### src/rtl/regfile_pkg.sv
// Shared constants and helpers for the scoreboarded register file.
package regfile_pkg;

  localparam int DEF_DATA_WIDTH = 32;
  localparam int DEF_ADDR_WIDTH = 5;
  localparam int ZERO_ADDR      = 0;

  // The pending counter must hold DEPTH itself, so it needs one extra bit.
  function automatic int cnt_width(input int addr_width);
    return addr_width + 1;
  endfunction

endpackage

### src/rtl/reg_scoreboard.sv
// Per-register busy bits, issue back-pressure and the pending-write count.
module reg_scoreboard
  import regfile_pkg::*;
#(
  parameter  int ADDR_WIDTH = DEF_ADDR_WIDTH,
  parameter  int ZERO_REG   = 1,
  localparam int DEPTH      = 2 ** ADDR_WIDTH,
  localparam int CW         = cnt_width(ADDR_WIDTH)
) (
  input  logic                  clk,
  input  logic                  rst,
  input  logic                  iss_valid,
  input  logic [ADDR_WIDTH-1:0] iss_addr,
  output logic                  iss_ready,
  input  logic                  wb_valid,
  input  logic [ADDR_WIDTH-1:0] wb_addr,
  output logic [DEPTH-1:0]      busy,
  output logic [CW-1:0]         pending_cnt
);

  logic [DEPTH-1:0] busy_r;
  logic [DEPTH-1:0] busy_nxt_s;
  logic [DEPTH-1:0] set_vec_s;
  logic [DEPTH-1:0] clr_vec_s;
  logic [CW-1:0]    cnt_r;
  logic [CW-1:0]    cnt_nxt_s;
  logic             ready_s;
  logic             set_en_s;
  logic             inc_s;
  logic             dec_s;

  // Next busy vector and count; the count moves only on real bit transitions.
  always_comb begin
    set_vec_s = '0;
    clr_vec_s = '0;
    ready_s   = !busy_r[iss_addr] || (wb_valid && (wb_addr == iss_addr));
    set_en_s  = iss_valid && ready_s &&
                !((ZERO_REG != 0) && (iss_addr == ADDR_WIDTH'(ZERO_ADDR)));
    if (set_en_s) begin
      set_vec_s[iss_addr] = 1'b1;
    end else begin
      set_vec_s = '0;
    end
    if (wb_valid) begin
      clr_vec_s[wb_addr] = 1'b1;
    end else begin
      clr_vec_s = '0;
    end
    inc_s      = set_en_s && !busy_r[iss_addr];
    dec_s      = wb_valid && busy_r[wb_addr] && !(set_en_s && (iss_addr == wb_addr));
    busy_nxt_s = (busy_r & ~clr_vec_s) | set_vec_s;
    cnt_nxt_s  = cnt_r + CW'(inc_s) - CW'(dec_s);
  end

  // Busy vector and pending count registers.
  always_ff @(posedge clk or posedge rst) begin
    if (rst) begin
      busy_r <= '0;
      cnt_r  <= '0;
    end else begin
      busy_r <= busy_nxt_s;
      cnt_r  <= cnt_nxt_s;
    end
  end

  assign iss_ready   = ready_s;
  assign busy        = busy_r;
  assign pending_cnt = cnt_r;

endmodule

### src/rtl/regfile_sb.sv
// Multi-read-port register file with integrated scoreboard.
// Define REGFILE_BYPASS_EN to forward a writeback to same-cycle reads.
module regfile_sb
  import regfile_pkg::*;
#(
  parameter  int DATA_WIDTH = DEF_DATA_WIDTH,
  parameter  int ADDR_WIDTH = DEF_ADDR_WIDTH,
  parameter  int NUM_RD     = 2,
  parameter  int ZERO_REG   = 1,
  localparam int DEPTH      = 2 ** ADDR_WIDTH
) (
  input  logic                             clk,
  input  logic                             rst,
  input  logic [NUM_RD*ADDR_WIDTH-1:0]     rd_addr,
  output logic [NUM_RD*DATA_WIDTH-1:0]     rd_data,
  output logic [NUM_RD-1:0]                rd_busy,
  input  logic                             iss_valid,
  input  logic [ADDR_WIDTH-1:0]            iss_addr,
  output logic                             iss_ready,
  input  logic                             wb_valid,
  input  logic [ADDR_WIDTH-1:0]            wb_addr,
  input  logic [DATA_WIDTH-1:0]            wb_data,
  output logic [cnt_width(ADDR_WIDTH)-1:0] pending_cnt
);

  logic [DATA_WIDTH-1:0] mem_r [DEPTH];
  logic [DEPTH-1:0]      busy_s;

  reg_scoreboard #(
    .ADDR_WIDTH (ADDR_WIDTH),
    .ZERO_REG   (ZERO_REG)
  ) u_sb (
    .clk         (clk),
    .rst         (rst),
    .iss_valid   (iss_valid),
    .iss_addr    (iss_addr),
    .iss_ready   (iss_ready),
    .wb_valid    (wb_valid),
    .wb_addr     (wb_addr),
    .busy        (busy_s),
    .pending_cnt (pending_cnt)
  );

  // Storage array; register 0 is never written when hardwired to zero.
  always_ff @(posedge clk or posedge rst) begin
    if (rst) begin
      for (int i = 0; i < DEPTH; i++) begin
        mem_r[i] <= '0;
      end
    end else begin
      if (wb_valid && !((ZERO_REG != 0) && (wb_addr == ADDR_WIDTH'(ZERO_ADDR)))) begin
        mem_r[wb_addr] <= wb_data;
      end
    end
  end

  genvar k;
  for (k = 0; k < NUM_RD; k++) begin : g_rd
    logic [ADDR_WIDTH-1:0] addr_s;
    logic [DATA_WIDTH-1:0] data_s;
    logic                  busy_b_s;
    logic                  zero_s;

    assign addr_s = rd_addr[k*ADDR_WIDTH +: ADDR_WIDTH];
    assign zero_s = (ZERO_REG != 0) && (addr_s == ADDR_WIDTH'(ZERO_ADDR));

    // Combinational read mux for one port.
    always_comb begin
      data_s   = mem_r[addr_s];
      busy_b_s = busy_s[addr_s];
      if (zero_s) begin
        data_s   = '0;
        busy_b_s = 1'b0;
      end else begin
        data_s   = mem_r[addr_s];
        busy_b_s = busy_s[addr_s];
      end
`ifdef REGFILE_BYPASS_EN
      if (!rst && wb_valid && (wb_addr == addr_s) && !zero_s) begin
        data_s   = wb_data;
        busy_b_s = 1'b0;
      end else begin
        data_s   = data_s;
        busy_b_s = busy_b_s;
      end
`endif
    end

    assign rd_data[k*DATA_WIDTH +: DATA_WIDTH] = data_s;
    assign rd_busy[k]                          = busy_b_s;
  end

endmodule

### config.mk
export PLATFORM = sky130hd
export DESIGN_NAME = regfile_sb
export DESIGN_NICKNAME = d
export VERILOG_FILES = /design/src/rtl/regfile_pkg.sv /design/src/rtl/reg_scoreboard.sv /design/src/rtl/regfile_sb.sv
export SDC_FILE = /design/constraint.sdc
export NUM_CORES = 2
export LEC_CHECK = 0
export CAP_MARGIN = 15
export CORE_UTILIZATION = 60
export DETAILED_ROUTE_END_ITERATION = 10
export PLACE_DENSITY = 0.77
export SYNTH_ARGS = -nofsm -noshare
export SYNTH_HDL_FRONTEND = slang
export SYNTH_HIERARCHICAL = 1
export SYNTH_SLANG_ARGS = --single-unit
### constraint.sdc
create_clock -name clk -period 75.6 [get_ports clk]
set_input_delay 15.12 -clock clk [delete_from_list [all_inputs] [get_ports clk]]
set_output_delay 15.12 -clock clk [all_outputs]
set_load 0.005 [all_outputs]
==> flow_metrics.env <==
export IMPL_htreeDepth=3
export IMPL_cp_top_family="buffers and inverters"
export IMPL_max_vdd_ir_drop_mv=0.0218
export IMPL_syn_area_sq_um=57200
export IMPL_worstSetupPathType="in2out"
export IMPL_worstHoldPathCells=0
export IMPL_drt_iter0_markers=4709
export IMPL_startpoint_type="input pin"
export IMPL_slew_headroom_pct=13.7
export IMPL_synth_edf_count=0
export IMPL_vias=37900
export IMPL_cp_required_ns=60.48
export IMPL_die_h_um=311
export IMPL_yosys_area_top_type="dfrtp_1"
export IMPL_hold_buffers=0
export IMPL_dp_hpwl_um=101000
export IMPL_slew_viol_final=0
export IMPL_firstDrtPassIters=6
export IMPL_worstRegToRegCells=15
export IMPL_min_from="mem_r[1018]"
export IMPL_cts_inserted_buffers=112
export IMPL_fmax_ghz=0.0286
export IMPL_ys_types=62
export IMPL_holdCritPathClass="reg2reg"
export IMPL_via_per_inst=7.33
export IMPL_cpPeakStageDelay_ns=0.82
export IMPL_critPathArrivalTime_ns=19.89
export IMPL_worstPathMaxFanout=50
export IMPL_globalRouteOverflowTotal=0
export IMPL_tns_ns=0
export IMPL_syn_nets=3992
export IMPL_p_leak_nw=27.2
export IMPL_yosysWarnings=6
export IMPL_setup_viol=0
export IMPL_drc_errors=0
export IMPL_powerDensity_nw_per_um2=27.1
export IMPL_insertion_delay_ns=0.71
export IMPL_gp_congestion=0.909
export IMPL_dieArea_sq_um=96700
export IMPL_final_cell_mix="1,062 x dfrtp_1, 947 x mux2_2, 438 x mux4_2"
export IMPL_yosysSeqAreaShare_pct=46.4
export IMPL_post_route_period_util_pct=46.3
export IMPL_synthToLayoutAreaGrowth_pct=10.2
export IMPL_rows=112
export IMPL_r2r_start="u_sb/busy[11]"
export IMPL_clk_pin_slew_ns=0.06
export IMPL_track_usage_pct=36.9
export IMPL_cp_common_cell="buf_4"
export IMPL_cts_repair_resized=0
export IMPL_status="complete, no violations"
export IMPL_die_x_um=311
export IMPL_final_cells=5170
export IMPL_grt_start_max_net_pins=178
export IMPL_routed_wl_um=176000
export IMPL_cts_sinks=1062
export IMPL_synthTopCellsByArea="dfrtp_1 46%, mux2_2 19%, mux4_2 17%, mux2i_1 4.7%, mux2_1 1.7%"
export IMPL_switching_share_pct=27.2
export IMPL_pwr_share_seq_pct=44.7
export IMPL_drt_wirelength_per_cell_um=34.0
export IMPL_cap_violations=0
export IMPL_top_layer_used="met5"
export IMPL_cp_cell_sequence="buf_8 -> buf_4 -> buf_4 -> buf_4 -> mux4_2 -> mux2_2 -> a221oi_1 -> a2111oi_0 -> clkdlybuf4s50_1"
export IMPL_clk_path_buf_depth=3
export IMPL_grt_first_pass_wirelength_um=264000
export IMPL_post_cts_buffers=0
export IMPL_root_buffer="clkbuf_16"
export IMPL_dr_wl_met2_um=80300
export IMPL_postPlaceCellArea_sq_um=59100
export IMPL_async_flop_share_pct=100
export IMPL_netlist_area_leader_share_pct=46.4
export IMPL_antenna_found_initial=15
export IMPL_hold_worst_slack_ns=0.398
export IMPL_crit_cells=9
export IMPL_tightest_slew_ns=1.29
export IMPL_initial_utilization_pct=61.0
export IMPL_drtAntennaViolNets=0
export IMPL_total_power_w=0.00171
export IMPL_nets=3884
export IMPL_dpl_cell_count=4959
export IMPL_synth_avg_cell_area_sq_um=14.6
export IMPL_clkPwrFrac_pct=34.4
export IMPL_rsz0062_at_grt="no"
export IMPL_layout_commonest_cell="dfrtp_1"
export IMPL_core_sq_um=93900
export IMPL_hold_viol=0
export IMPL_io_buffers=128
export IMPL_min_period_ns=35.01
export IMPL_worst_path_max_delay_cell="buf_4"
export IMPL_power_net_switching_w=0.000466
export IMPL_critPathBufInv=5
export IMPL_fin_skew_ns=0.0251
export IMPL_crit_path_start="rd_addr[0]"
export IMPL_drive_above_1_share_pct=44.3
export IMPL_cts_tree="yes"
export IMPL_pin_count=129
export IMPL_synth_ff_type="dfrtp_1"
export IMPL_met3_length_um=18400
export IMPL_ys_ff_latch=1062
export IMPL_comb_power_share_pct=20.9
export IMPL_p_int_w=0.00125
export IMPL_post_route_cell_area_sq_um=63100
export IMPL_first_global_vias=38700
export IMPL_synthCells=3929
export IMPL_m1WireLength_um=68600
export IMPL_end_kind="output pin"
==> power by group through the flow <==
stage	combinational (W)	sequential [W]	clock (W)
global placement	0.000344	0.000766	0
floorplan	0.000276	0.000743	0
detailed placement	0.000354	0.000772	0
CTS	0.000356	0.000763	0.000593
finish	0.000358	0.000766	0.000589
global route	0.000383	0.000780	0.000617
==> synthesized netlist by cell type (3+ instances only) <==
cell type  instances
clkbuf_1         251
nor3_1            49
nor4_1            16
a21oi_1           43
xnor2_1            5
or3b_2             4
nand2_1           30
a2111oi_0         25
mux4_2           438
ha_1               6
and3_1             4
or2_2              3
o32ai_1           15
o22ai_1           51
nor2_1            26
a211oi_1          45
nand2b_1           6
nand3_1           11
inv_1             23
buf_1             64
nor2b_1           36
mux2_1            85
o21ai_1           13
a22oi_1           69
dfrtp_1         1062
o211ai_1           3
buf_6             10
mux2_2           947
a22o_1            47
mux2i_1          268
xor2_1             5
o211a_1            3
nand3b_1          14
a21o_1             4
buf_2             87
o221ai_1          26
or3_1              4
and2_1            16
a221oi_1           4
buf_4             32
nor3b_1            5
o21ai_0           53
==> routing by layer <==
layer	GRT usage [%]	vias up
li1	-	15000
met1	51.6	20200
met2	55.4	2230
met3	9.28	528
met4	15.7	14
met5	0	-
==> metrics by stage <==
stage          util, %  setup slack [ns]
2_1_floorplan        -             31.66
3_3_place_gp      62.9             40.64
3_5_place_dp      62.9             40.58
4_1_cts           67.1             40.59
5_1_grt           67.2             40.34
6_report          67.2             40.59
==> kinds of logic (layout without fill, tap and decap cells) <==
kind of cell    Yosys count  count (layout)  share of synthesized area [%]
buf+inv                 467             447                           3.59
mux                    1738            1738                           42.2
other cells               0               7                              0
xor+xnor                 10              10                          0.153
simple gates            231             231                           2.26
compound gates          414             414                           5.19
fa+ha+maj                 7               7                          0.166
flops                  1062            1062                           46.4
==> registers in the layout, summed over array words and instances (netlist names) <==
signal	cells
mem_r	1024
u_sb/busy	32
u_sb/pending_cnt	6
==> path summary, 6_finish.rpt <==
kind / endpoint / slack, ns
min reg2reg: mem_r[1018] / 0.40
max in group asynchronous: mem_r[87] / 56.82
min in group asynchronous: mem_r[615] / 15.00
max reg2reg: u_sb/pending_cnt[4] / 72.29
max: rd_data[28] / 40.59
min: mem_r[1018] / 0.40
==> layout make-up <==
type / instances / area [sq um]
antenna: 7 / 17.5
clock buffer: 161 / 3350
clock inverter: 41 / 602
fill: 6513 / 30800
inverter: 23 / 93.8
multi-input combinational: 2400 / 28900
sequential: 1062 / 26600
tap: 1254 / 1570
timing repair buffer: 222 / 2050
No activity file was read; power rests on OpenSTA's default activity.
